## config.mk

```make
export PLATFORM = sky130hd
export DESIGN_NAME = ram_ctrl
export DESIGN_NICKNAME = d
export VERILOG_FILES = /design/src/rtl/ram_ctrl.sv
export SDC_FILE = /design/constraint.sdc
export NUM_CORES = 1
export LEC_CHECK = 0
export CORE_ASPECT_RATIO = 0.6
export CORE_UTILIZATION = 52
export DETAILED_ROUTE_END_ITERATION = 8
export PLACE_DENSITY = 0.78
export SKIP_LAST_GASP = 1
export SYNTH_ARGS = -nofsm -noshare
export SYNTH_HDL_FRONTEND = slang
export SYNTH_SLANG_ARGS = --single-unit
```

## constraint.sdc

```tcl
create_clock -name clk -period 2.6 [get_ports clk]
set_input_delay 0.26 -clock clk [delete_from_list [all_inputs] [get_ports clk]]
set_output_delay 0.26 -clock clk [all_outputs]
set_load 0.005 [all_outputs]
```

## src/rtl/ram_ctrl.sv

```systemverilog
// Request-side controller for a single-port RAM: zero-fills the RAM after reset,
// then forwards read/write commands and returns read data in order through a response FIFO.

// Response FIFO: registered storage, no bypass.
// Latency: pushed data is visible the cycle after the push.
// Backpressure: none internally; the producer guarantees space (credits), overflow is only asserted.
module ram_ctrl_fifo #(
  parameter int W     = 72,
  parameter int DEPTH = 4
) (
  input  logic         clk,
  input  logic         rst_n,
  input  logic         push,
  input  logic [W-1:0] push_dat,
  input  logic         pop,
  output logic         vld,
  output logic [W-1:0] dat
);
  localparam int IDX_W = $clog2(DEPTH);
  localparam int PTR_W = IDX_W + 1;

  logic [PTR_W-1:0] wr_ptr_q, wr_ptr_d;
  logic [PTR_W-1:0] rd_ptr_q, rd_ptr_d;
  logic [W-1:0]     mem_q [DEPTH];
  logic [W-1:0]     mem_d [DEPTH];
  logic             empty;
  logic             full;
  logic             pop_ok;

  assign empty  = (wr_ptr_q == rd_ptr_q);
  assign full   = (wr_ptr_q[PTR_W-1] != rd_ptr_q[PTR_W-1]) &&
                  (wr_ptr_q[IDX_W-1:0] == rd_ptr_q[IDX_W-1:0]);
  assign pop_ok = pop && !empty;
  assign vld    = !empty;
  assign dat    = mem_q[rd_ptr_q[IDX_W-1:0]];

  // A push while full is only legal together with a pop: it reuses the slot being freed.
  always_comb begin
    mem_d    = mem_q;
    wr_ptr_d = wr_ptr_q;
    rd_ptr_d = rd_ptr_q;
    if (push) begin
      mem_d[wr_ptr_q[IDX_W-1:0]] = push_dat;
      wr_ptr_d = wr_ptr_q + PTR_W'(1);
    end
    if (pop_ok) begin
      rd_ptr_d = rd_ptr_q + PTR_W'(1);
    end
  end

  always_ff @(posedge clk or negedge rst_n) begin
    if (!rst_n) begin
      wr_ptr_q <= '0;
      rd_ptr_q <= '0;
      for (int i = 0; i < DEPTH; i++) begin
        mem_q[i] <= '0;
      end
    end else begin
      wr_ptr_q <= wr_ptr_d;
      rd_ptr_q <= rd_ptr_d;
      mem_q    <= mem_d;
    end
  end

  overflow_a: assert property (@(posedge clk) disable iff (!rst_n) !(push && full && !pop_ok));

endmodule

// RAM request controller: INIT zero-fill, then in-order command issue with credit-gated reads.
// Latency: command on RAM port the cycle after accept; read data on rsp 2 cycles after accept.
// Backpressure: req_ready drops when in-flight reads plus queued responses reach RSP_DEPTH.
module ram_ctrl #(
  parameter int ADDR_W    = 2,
  parameter int DATA_W    = 72,
  parameter int RSP_DEPTH = 4
) (
  input  logic              clk,
  input  logic              rst_n,
  input  logic              req_valid,
  output logic              req_ready,
  input  logic              req_wr,
  input  logic [ADDR_W-1:0] req_addr,
  input  logic [DATA_W-1:0] req_data,
  output logic              rsp_valid,
  input  logic              rsp_ready,
  output logic [DATA_W-1:0] rsp_data,
  output logic              init_done,
  output logic              ram_enb,
  output logic              ram_wr,
  output logic [ADDR_W-1:0] ram_addr,
  output logic [DATA_W-1:0] ram_wdata,
  input  logic [DATA_W-1:0] ram_rdata
);
  localparam int DEPTH = 2 ** ADDR_W;
  localparam int CNT_W = ADDR_W + 1;
  localparam int CRD_W = $clog2(RSP_DEPTH) + 1;

  typedef enum logic {ST_INIT, ST_RUN} state_t;

  state_t            state_q, state_d;
  logic [CNT_W-1:0]  init_cnt_q, init_cnt_d;
  logic [CRD_W-1:0]  credits_q, credits_d;
  logic [1:0]        tag_q, tag_d;
  logic              ram_enb_q, ram_enb_d;
  logic              ram_wr_q, ram_wr_d;
  logic [ADDR_W-1:0] ram_addr_q, ram_addr_d;
  logic [DATA_W-1:0] ram_wdata_q, ram_wdata_d;

  logic req_fire;
  logic rd_fire;
  logic rsp_fire;

  assign init_done = (state_q == ST_RUN);
  // Writes share the read gate so commands always leave in arrival order.
  assign req_ready = (state_q == ST_RUN) && (credits_q < CRD_W'(RSP_DEPTH));
  assign req_fire  = req_valid && req_ready;
  assign rd_fire   = req_fire && !req_wr;
  assign rsp_fire  = rsp_valid && rsp_ready;

  assign ram_enb   = ram_enb_q;
  assign ram_wr    = ram_wr_q;
  assign ram_addr  = ram_addr_q;
  assign ram_wdata = ram_wdata_q;

  always_comb begin
    state_d     = state_q;
    init_cnt_d  = init_cnt_q;
    ram_enb_d   = 1'b0;
    ram_wr_d    = ram_wr_q;
    ram_addr_d  = ram_addr_q;
    ram_wdata_d = ram_wdata_q;
    case (state_q)
      ST_INIT: begin
        if (init_cnt_q == CNT_W'(DEPTH)) begin
          state_d = ST_RUN;
        end else begin
          ram_enb_d   = 1'b1;
          ram_wr_d    = 1'b1;
          ram_addr_d  = init_cnt_q[ADDR_W-1:0];
          ram_wdata_d = '0;
          init_cnt_d  = init_cnt_q + CNT_W'(1);
        end
      end
      ST_RUN: begin
        if (req_fire) begin
          ram_enb_d   = 1'b1;
          ram_wr_d    = req_wr;
          ram_addr_d  = req_addr;
          ram_wdata_d = req_data;
        end
      end
      default: state_d = ST_INIT;
    endcase
  end

  // Tag bit 1 lines up with the RAM's registered read data.
  always_comb begin
    tag_d     = {tag_q[0], rd_fire};
    credits_d = credits_q + CRD_W'(rd_fire) - CRD_W'(rsp_fire);
  end

  always_ff @(posedge clk or negedge rst_n) begin
    if (!rst_n) begin
      state_q     <= ST_INIT;
      init_cnt_q  <= '0;
      credits_q   <= '0;
      tag_q       <= '0;
      ram_enb_q   <= 1'b0;
      ram_wr_q    <= 1'b0;
      ram_addr_q  <= '0;
      ram_wdata_q <= '0;
    end else begin
      state_q     <= state_d;
      init_cnt_q  <= init_cnt_d;
      credits_q   <= credits_d;
      tag_q       <= tag_d;
      ram_enb_q   <= ram_enb_d;
      ram_wr_q    <= ram_wr_d;
      ram_addr_q  <= ram_addr_d;
      ram_wdata_q <= ram_wdata_d;
    end
  end

  ram_ctrl_fifo #(
    .W     (DATA_W),
    .DEPTH (RSP_DEPTH)
  ) u_rsp_fifo (
    .clk      (clk),
    .rst_n    (rst_n),
    .push     (tag_q[1]),
    .push_dat (ram_rdata),
    .pop      (rsp_ready),
    .vld      (rsp_valid),
    .dat      (rsp_data)
  );

  credit_bound_a: assert property (@(posedge clk) disable iff (!rst_n) credits_q <= CRD_W'(RSP_DEPTH));

endmodule

```

==> qor.yml <==
timing:
  tightest_slew_ns: 0.967
  fmax_mhz: 391
  finalSetupTns_ns: 0
  layout_min_cycle_time_ns: 2.56
  hold_viol_final: 0
  rsz0062_at_grt: "yes"
  finalMaxSlewViolations: 0
  setup_violations: 0
  maxSlewHeadroom_pct: 35.5
  clock_skew_ns: 0.0240
  min_period_over_period_pct: 98.5
final_layout:
  regArea_um2: 9490
  final_core_util_pct: 70.0
  layout.nets: 1421
  multi_input_area_um2: 6000
  drive_gt1_share_pct: 36.5
  fillers: 1998
  syn_to_final_growth_pct: 32.0
detailed_routing:
  highest_layer: "met5"
  routedWlPerCell_um: 21.8
  met1Wirelength_mm: 17.7
  met2_length_mm: 17.0
  drc: 0
  vias_per_cell: 5.59
  first_pass_iters: 4
  wl_met3_mm: 1.60
  drtIter0Drc: 442
  vias: 9482
  ant_nets: 0
  routed_wirelength_mm: 37.0
synthesis:
  synth_area_leaders: "dfrtp_1, mux2_2, mux4_2"
  async_flop_share_pct: 100
  yosys_warnings: 0
  synth.most_common_cell: "dfrtp_1"
  synth_seq_cells: 379
  synthFlopType: "dfrtp_1"
  netlist-cell-type-count: 32
  synth_top_area_share_pct: 59.7
  synthesis.nets: 1100
  syn_avg_cell_area_um2: 16.9
  synth_edf_count: 0
  netlist_instances: 939
  yosysSeqAreaShare_pct: 59.7
  synth_commonest_cells: "dfrtp_1, mux2_2, a22o_1, mux4_2, buf_2"
  synth_top_area_cell: "dfrtp_1"
  synth_area_um2: 15900
clock_tree:
  htree_levels: 2
  clk_latency_ns: 0.54
  cts_buffer_depth: 3
  clk_pin_slew_worst_paths_ns: 0.06
  clock_sinks: 379
  cts_buffers: 37
  cts_tree: "done"
  root_buffer: "clkbuf_16"
worst_setup_path:
  start_kind: "flop"
  cp_top_family: "buffers and inverters"
  path_max_fanout: 10
  cpMaxStageDelayCell: "mux4_2"
  cp_cell_sequence: "buf_4 > buf_12 > mux4_2 > clkdlybuf4s50_1"
  crit_required_ns: 2.34
  crit_buf_inv: 3
  worst_ep_arrival_time_ns: 2.30
  path_class: "reg -> out"
  cpPeakStageDelay_ns: 0.51
  end_kind: "output pin"
placed_design:
  dp_hpwl_mm: 22.6
  port_buffers: 301
  place_congestion: 0.746
floorplanning:
  die_x_um: 228
  rows: 49
  die_y_um: 137
  core-area_um2: 30000
  initial_core_util_pct: 53.0
  ios: 302
  die_area_um2: 31300
grt:
  grt_pass1_wl_mm: 57.0
  track_usage_pct: 23.4
  overflow: 0
  antenna_found_initial: 2
  grt_pass1_vias: 10038
  grt_max_degree: 76
min_path:
  worstHoldPathType: "in -> async"
flow_run:
  drv_cap: 0
power:
  peakVddDrop_v: 0.000867
  powerDensity_nw_per_um2: 1280
  p_leak_nw: 9.10
outcome:
  status: "finished, final reports clean"
[report_power, final]
group          switching (W)  internal (W)  leakage, nW
Sequential           0.00154       0.00885         4.47
Clock                0.00224       0.00316        0.604
Combinational        0.00378       0.00737         4.03
[layer usage]
layer,track usage (%),up-vias
li1,-,4163
met1,34.2,5076
met2,35.7,182
met3,5.15,59
met4,6.46,2
met5,0,-
[registers in the layout, indices dropped and copies added, names as in the netlist]
signal / cells
ram_wr: 1
u_rsp_fifo.rd_ptr_q: 3
tag_q: 2
init_done: 1
u_rsp_fifo.wr_ptr_q: 3
ram_wdata: 72
ram_addr: 2
credits_q: 3
init_cnt_q: 3
ram_enb: 1
u_rsp_fifo.mem_q: 288
[per-stage QoR]
stage	std cells	instance area [um2]	power (W)	hold WS [ns]	setup slack (ns)
after global placement	1609	19400	0.0207	0.264	0.234
after floorplan	939	15900	0.0160	-0.0356	0.423
after CTS	1679	20700	0.0268	0.304	-0.114
after global routing	1696	21000	0.0285	0.331	-0.0398
after detailed placement	1609	19400	0.0210	0.267	0.212
final	1696	21000	0.0269	0.296	0.0395
[path summary, 6_finish.rpt]
check                                              startpoint                                 to  slack (ns)  depth (start not counted)
setup / recovery           u_rsp_fifo.rd_ptr_q[0]$_DFFE_PN0P_                        rsp_data[1]        0.04                          4
hold / removal                                          rst_n  u_rsp_fifo.mem_q[202]$_DFFE_PN0P_        0.30                          2
min in group clk                                 req_data[68]          ram_wdata[68]$_DFFE_PN0P_        0.34                          2
max in group asynchronous                               rst_n           ram_wdata[4]$_DFFE_PN0P_        1.42                          3
hold reg to reg                            tag_q[0]$_DFF_PN0_                 tag_q[1]$_DFF_PN0_        0.36                          0
setup reg to reg           u_rsp_fifo.rd_ptr_q[0]$_DFFE_PN0P_             credits_q[2]$_DFF_PN0_        0.14                         10
[cells in the final DEF (no fill, tap or decap), types with 9 or more instances in the layout]
master	instances
a22o_1	72
clkbuf_16	44
mux4_2	72
clkdlybuf4s50_1	274
ha_1	9
clkbuf_1	10
buf_4	18
dlymetal6s2s_1	26
mux2_2	288
buf_12	12
dfrtp_1	377
inv_1	10
[cell families after synthesis]
group / after synthesis / share of synthesized area, %
adders and majority gates: 10 / 0.834
buffers and inverters: 72 / 2.88
and+or+nand+nor: 23 / 0.866
xor gates and xnor gates: 10 / 0.598
muxes: 362 / 30.7
DFF: 379 / 59.7
AOI/OAI and AO/OA: 83 / 4.44
[repair_timing]
action,CTS,global route
cloned,2,6
hold endpoints to repair,62,0
pin swaps,0,1
hold buffers,1,0
buffers inserted,1,10
setup endpoints to repair,72,73
gates resized for setup,4,35
[final cells by class]
class                      count  area share (%)
clock buffer                  56            5.29
timing repair buffer         343            17.8
inverter                      11           0.197
clock inverter                10           0.531
sequential                   379            45.2
multi-input combinational    488            28.6
antenna                        1          0.0119
tap                          408            2.43
No activity file was read; power rests on OpenSTA's default activity.
